File: src/rtl/uart_tx.sv
`default_nettype none
// +----------------------------------------------------------------------------+
// | Module   : uart_tx                                                         |
// | Brief    : UART transmitter, 8 data bits, optional parity, one stop bit.   |
// | Revision : 1.0 - initial release                                           |
// +----------------------------------------------------------------------------+
module uart_tx #(
    parameter int CLK_FREQ   = 100_000_000,
    parameter int BAUD       = 9600,
    parameter bit PARITY_EN  = 1'b0,
    parameter bit PARITY_ODD = 1'b0
) (
    input  logic       clk,
    input  logic       arst_n,
    input  logic       rst,
    input  logic       tx_en,
    input  logic       tx_start,
    input  logic [7:0] data,
    output logic       TX,
    output logic       busy,
    output logic       done
);

    localparam int c_BIT_PERIOD = CLK_FREQ / BAUD;
    localparam int c_CNT_W      = (c_BIT_PERIOD > 1) ? $clog2(c_BIT_PERIOD) : 1;
    localparam logic [c_CNT_W-1:0] c_CNT_LAST = c_CNT_W'(c_BIT_PERIOD - 1);
    localparam logic [c_CNT_W-1:0] c_CNT_ONE  = c_CNT_W'(1);

    localparam logic [2:0] c_IDLE   = 3'd0;
    localparam logic [2:0] c_START  = 3'd1;
    localparam logic [2:0] c_DATA   = 3'd2;
    localparam logic [2:0] c_PARITY = 3'd3;
    localparam logic [2:0] c_STOP   = 3'd4;

    logic [2:0]         r_state, w_state;
    logic [c_CNT_W-1:0] r_cnt, w_cnt;
    logic [2:0]         r_idx, w_idx;
    logic [7:0]         r_shift, w_shift;
    logic               r_parity, w_parity;
    logic               r_tx, w_tx;
    logic               r_busy, w_busy;
    logic               r_done, w_done;
    logic               w_bit_end;

    always_comb begin
        w_state   = r_state;
        w_cnt     = r_cnt;
        w_idx     = r_idx;
        w_shift   = r_shift;
        w_parity  = r_parity;
        w_done    = 1'b0;
        w_bit_end = (r_cnt == c_CNT_LAST);

        case (r_state)
            c_IDLE: begin
                w_cnt = '0;
                w_idx = '0;
                if (tx_start && tx_en) begin
                    w_state  = c_START;
                    w_shift  = data;
                    w_parity = (^data) ^ PARITY_ODD;
                end
            end
            c_START: begin
                w_cnt = w_bit_end ? '0 : r_cnt + c_CNT_ONE;
                if (w_bit_end) w_state = c_DATA;
            end
            c_DATA: begin
                w_cnt = w_bit_end ? '0 : r_cnt + c_CNT_ONE;
                if (w_bit_end) begin
                    if (r_idx == 3'd7) begin
                        w_state = PARITY_EN ? c_PARITY : c_STOP;
                    end else begin
                        w_idx   = r_idx + 3'd1;
                        w_shift = {1'b0, r_shift[7:1]};
                    end
                end
            end
            c_PARITY: begin
                w_cnt = w_bit_end ? '0 : r_cnt + c_CNT_ONE;
                if (w_bit_end) w_state = c_STOP;
            end
            c_STOP: begin
                w_cnt = w_bit_end ? '0 : r_cnt + c_CNT_ONE;
                if (w_bit_end) begin
                    w_state = c_IDLE;
                    w_done  = 1'b1;
                end
            end
            default: begin
                w_state = c_IDLE;
                w_cnt   = '0;
                w_idx   = '0;
            end
        endcase

        // Line level is derived from the upcoming state so TX is a plain flop.
        case (w_state)
            c_START:  w_tx = 1'b0;
            c_DATA:   w_tx = w_shift[0];
            c_PARITY: w_tx = w_parity;
            default:  w_tx = 1'b1;
        endcase
        w_busy = (w_state != c_IDLE);
    end

    always_ff @(posedge clk or negedge arst_n) begin
        if (!arst_n) begin
            r_state  <= c_IDLE;
            r_cnt    <= '0;
            r_idx    <= '0;
            r_shift  <= '0;
            r_parity <= 1'b0;
            r_tx     <= 1'b1;
            r_busy   <= 1'b0;
            r_done   <= 1'b0;
        end else if (rst) begin
            r_state  <= c_IDLE;
            r_cnt    <= '0;
            r_idx    <= '0;
            r_shift  <= '0;
            r_parity <= 1'b0;
            r_tx     <= 1'b1;
            r_busy   <= 1'b0;
            r_done   <= 1'b0;
        end else begin
            r_state  <= w_state;
            r_cnt    <= w_cnt;
            r_idx    <= w_idx;
            r_shift  <= w_shift;
            r_parity <= w_parity;
            r_tx     <= w_tx;
            r_busy   <= w_busy;
            r_done   <= w_done;
        end
    end

    assign TX   = r_tx;
    assign busy = r_busy;
    assign done = r_done;

endmodule
`default_nettype wire

File: config.mk
export PLATFORM = sky130hd
export DESIGN_NAME = uart_tx
export DESIGN_NICKNAME = d
export VERILOG_FILES = /design/src/rtl/uart_tx.sv
export SDC_FILE = /design/constraint.sdc
export NUM_CORES = 1
export LEC_CHECK = 0
export ABC_AREA = 1
export CAP_MARGIN = 20
export CORE_UTILIZATION = 57
export CTS_CLUSTER_DIAMETER = 50
export DETAILED_ROUTE_END_ITERATION = 12
export GPL_TIMING_DRIVEN = 1
export PLACE_DENSITY = 0.82
export SYNTH_ARGS = -nofsm -noshare
export SYNTH_HDL_FRONTEND = slang
export SYNTH_SLANG_ARGS = --single-unit
export TNS_END_PERCENT = 10
File: constraint.sdc
create_clock -name clk -period 1.8 [get_ports clk]
set_input_delay 0.36 -clock clk [delete_from_list [all_inputs] [get_ports clk]]
set_output_delay 0.36 -clock clk [all_outputs]
set_load 0.005 [all_outputs]
; ---- Word-level counts from Yosys, hierarchy flattened
; Index checks and enable logic that the tools add are counted.
[word_totals]
register_bits = 32
latchBits = 0
ramBits = 0
mem_bits_ro = 0
input_bits = 13
out_inout_bits = 3
word_cells = 62
n_memories = 0
[classes]
addsub = 2
n_mul = 0
div = 0
n_lt_le_gt_ge = 0
n_eq_ne = 13
shift = 0
muxes = 29
bitwise_logic = 0
n_reduce_logical = 9
[ops]
columns = op, n
row1 = two-way mux 14 bit, 3
row2 = two-way mux 8 bit, 4
row3 = two-way mux 3 bit, 10
row4 = one-hot mux 8 bit (2 select lines), 1
row5 = one-hot mux 3 bit (5 select lines), 1
row6 = adder 14 x 1 -> 14 bit (second input constant), 1
row7 = == test 14 bit (second input constant), 1
row8 = == test 3 x 2 -> 1 bit (second input constant), 4
row9 = != test 3 bit (second input constant), 3
row10 = two-way mux 1 bit, 8
row11 = parity 8 bit, 1
row12 = == test 3 x 1 -> 1 bit (second input constant), 2
row13 = == test 3 bit (second input constant), 2
row14 = one-hot mux 3 bit (2 select lines), 1
row15 = nonzero test 3 bit, 2
row16 = AND reduction 4 bit, 1
row17 = OR reduction 4 bit, 1
row18 = adder 3 x 1 -> 3 bit (second input constant), 1
row19 = logical NOT 3 bit, 1
row20 = one-hot mux 1 bit (3 select lines), 1
row21 = AND reduction 3 bit, 1
row22 = OR reduction 3 bit, 1
row23 = != test 2 x 1 -> 1 bit (second input constant), 1
row24 = logical AND 1 bit, 1

; ---- Logic depth before layout (Yosys ltp)
[logic_depth]
word_depth = 7
mapped_depth = 11
depth_no_buf = 11

; ---- Worst setup path after synthesis
; OpenSTA, ideal clock, no wires.
[synth_timing]
kind = register -> register
from = register r_cnt[0]
to = register r_idx[0]
setup_time_ns = 0.117
t_arrival_ns = 1.505
slack_ns = 0.177
stages_incl_launch_ff = 11
period_less_slack_ns = 1.623
cell_sequence = dfrtp_1 -> ha_1 -> nand3_2 -> nor2_2 -> nand2_2 -> or2_1 -> buf_6 -> nand2_4 -> nand2_4 -> nand2_1 -> o21ai_2
[synth_via]
elab_chain_cells = 3
[synth_lines]
columns = item, line_no
row1 = start: declaration, 36  ; logic [c_CNT_W-1:0] r_cnt, w_cnt;
row2 = start signal: assignment, 128  ; r_cnt <= w_cnt;
row3 = == test 14 bit, 52  ; w_bit_end = (r_cnt == c_CNT_LAST);
row4 = != test 3 bit (no line), -
row5 = AND reduction 3 bit (no line), -
row6 = end signal: assignment, 129  ; r_idx <= w_idx;
row7 = end: declaration, 37  ; logic [2:0] r_idx, w_idx;
; No other way between the ends.
; A chain may end at the register's enable or synchronous reset.

; ---- Final worst setup path
[layout_timing]
from = register r_tx, in the netlist TX
to = output TX
[layout_lines]
columns = item, line_no
row1 = start: declaration, 40  ; logic r_tx, w_tx;
row2 = start signal: assignment, 132  ; r_tx <= w_tx;
row3 = end: declaration, 19  ; output logic TX,
; No word-level cell between the ends.

==> impl_metrics.ini <==
[status]
outcome = finished clean

[grt]
grt_pass1_wl_mm = 6.24
grt_overflow = 0
antenna_found_initial = 0
grt_pass1_vias = 1522
grt_start_max_net_pins = 33
grt_usage_pct = 23.9

[die]
ioPinCount = 16
die-area_um2 = 3530
die_h_um = 59.4
core_area_um2 = 3080
die_w_um = 59.4
num_rows = 20
start_util_pct = 61.0

[timing]
rsz0062_at_grt = true
final_max_slew_viol_count = 0
skew_ps = 4.96
period_minus_slack_ps = 1700
setup_viol = 0
slew_headroom_pct = 74.5
max_freq_mhz = 589
finalCritPeriodShare_pct = 94.4
tightest_slew_ps = 382
final-hold-violation-count = 0

[yosys]
syn_nets = 272
synthMuxAreaShare_pct = 0
async_reset_ff_share_pct = 100
ys_ff_latch = 32
synth_xor_area_share_pct = 3.73
synth.area.top_cells = dfrtp_1 41%, nand2_1 18%, nor2_1 5.4%
yosysWarningCount = 0
yosys.area.top_type = dfrtp_1
syn_area_um2 = 1880
seq_area_frac_synth_pct = 42.7
netlist_instances = 256
yosys-top-cells-count = 91 x nand2_1, 31 x dfrtp_1, 27 x nor2_1
synth.distinct_cells = 33
yosysMostFrequentCell = nand2_1
synth-simple-area-share_pct = 37.0
synth_fa_ha_area_share_pct = 2.00
synth_top_area_share_pct = 41.3
synth-edff-count = 0
synth_ff_type = dfrtp_1
synth_top_family_by_area = simple AND/OR/NAND/NOR gates
syn_area_per_cell_um2 = 7.34
synth_compound_area_share_pct = 8.13

[cells_and_area]
drive_above_1_share_pct = 13.3
multiInputGateArea_um2 = 961
antennaDiodeCount = 0
n_fill_cell = 275
regArea_um2 = 802
syn_to_final_growth_pct = 16.7
fin_nets = 300
fin_area_um2 = 2190
final_cells = 329
fin_util_pct = 71.2

[clock_tree]
post-cts-setup-buffers = 0
cts_hold_buf = 0
insertion_delay_ps = 340
post_cts_resized = 0
htree_levels = 2
cts_sinks = 32
path_clk_slew_ps = 90
clock_tree.buffer_depth = 2
cts_tree = yes
cts_buffers = 5
cts_root_buf = clkbuf_4

[worst_setup_path]
r2r-start = r_cnt[0]$_DFF_PN0_
worst-path-max-fanout = 1
rr_endpoint = r_shift[7]$_DFFE_PN0P_
critPathArrivalTime_ps = 1340
critPathTopFamily = flip-flops
path_depth = 1
rr_worst_depth = 9
required_ps = 1440
r2r_slack_ps = 110
end_kind = output port
path_cells = clkdlybuf4s50_1
slowest_delay_ps = 520
path_buf_inv = 1
cp_slowest_cell = dfstp_2
crit_type = reg2out
startpoint_type = flop

[power]
power_density_nw_per_um2 = 610
p_leak_nw = 1.04
fin_total_pwr_mw = 1.34
ir_worst_vdd_mv = 0.332

[detailed_routing]
drtIter0Drc = 85
ant_nets = 0
vias = 1673
drc = 0
wire_per_inst_um = 11.2
vias_per_cell = 5.09
dr.pass1.iters = 5
drt_wl_total_mm = 3.69

[run]
cap_violations = 0

[place]
place_inst = 321
place_area_um2 = 2130
dp_hpwl_mm = 2.83
gp_congestion = 0.852
io_buffers = 15

[worst_hold_path]
hold_class = in2async
-- where the power goes --
group          leakage, nW  switching, mW  internal [mW]  total, mW
Combinational        0.565         0.0910         0.0753      0.166
Clock               0.0326          0.234          0.192      0.426
Sequential           0.439        0.00918          0.736      0.745
Total                 1.04          0.334           1.00       1.34
-- flip-flops by register name, summed over array words and instances (netlist names) --
signal and count:
r_state 3, TX 1, r_shift 8, busy 1
r_idx 3, r_cnt 14, done 1, r_parity 1
-- layout make-up --
cell class,instances,area share (%)
flip-flops and latches,32,36.6
clock buffers,8,2.68
inverters,28,4.79
repair buffers,23,9.59
well taps,44,2.51
multi-input cells,194,43.8
-- cell families after synthesis --
logic type               after synthesis
AND/OR/NAND/NOR                      158
AO/OA/AOI/OAI                         25
adder cells (fa/ha/maj)                3
flip-flops                            32
buffers and inverters                 30
XOR/XNOR                               8
-- worst max path at each step --
stage,start,endpoint,slack (ps)
detailed placement,r_cnt[0]$_DFF_PN0_,r_shift[1]$_DFFE_PN0P_,30
finish,TX$_DFF_PN1_,TX,100
global route,r_cnt[0]$_DFF_PN0_,r_shift[1]$_DFFE_PN0P_,-9
CTS,r_cnt[0]$_DFF_PN0_,r_shift[1]$_DFFE_PN0P_,10
floorplan,r_cnt[0]$_DFF_PN0_,r_idx[0]$_DFFE_PN0P_,180
global placement,r_cnt[0]$_DFF_PN0_,r_shift[3]$_DFFE_PN0P_,50
-- stage by stage --
| stage | hold slack (ps) | worst slack (ps) | setup TNS [ps] |
|---|---|---|---|
| 2_1_floorplan | 64.4 | 177 | 0 |
| 3_3_place_gp | 454 | 52.8 | 0 |
| 3_5_place_dp | 454 | 30.6 | 0 |
| 4_1_cts | 413 | 11.2 | 0 |
| 5_1_grt | 461 | -8.63 | -19.1 |
| 6_report | 394 | 101 | 0 |
-- metal layers --
metal  vias up  track usage (%)  part of all wire [%]
met5         -                0                     0
met4         0             12.9                   1.4
met3         7             4.80                   5.8
met1       762             33.8                    49
li1        863                -                     -
met2        41             34.0                    44
-- cell usage in the layout, fill, tap and decap left out, types with 2 or more instances in the layout --
| cell | count |
|---|---|
| o21ai_0 | 3 |
| nand2_4 | 2 |
| a21oi_1 | 8 |
| nand2_2 | 2 |
| buf_4 | 8 |
| ha_1 | 3 |
| nor3_1 | 10 |
| nor2_1 | 26 |
| clkdlybuf4s50_1 | 15 |
| inv_2 | 7 |
| nand2_1 | 91 |
| inv_1 | 21 |
| xnor2_1 | 6 |
| nand3_1 | 13 |
| clkbuf_4 | 5 |
| o21ai_2 | 3 |
| o21ai_1 | 8 |
| dfrtp_1 | 31 |
| nor2_4 | 3 |
| clkbuf_1 | 2 |
| nor2_2 | 2 |
| xor2_1 | 2 |
Power figures use the tool's default switching activity.
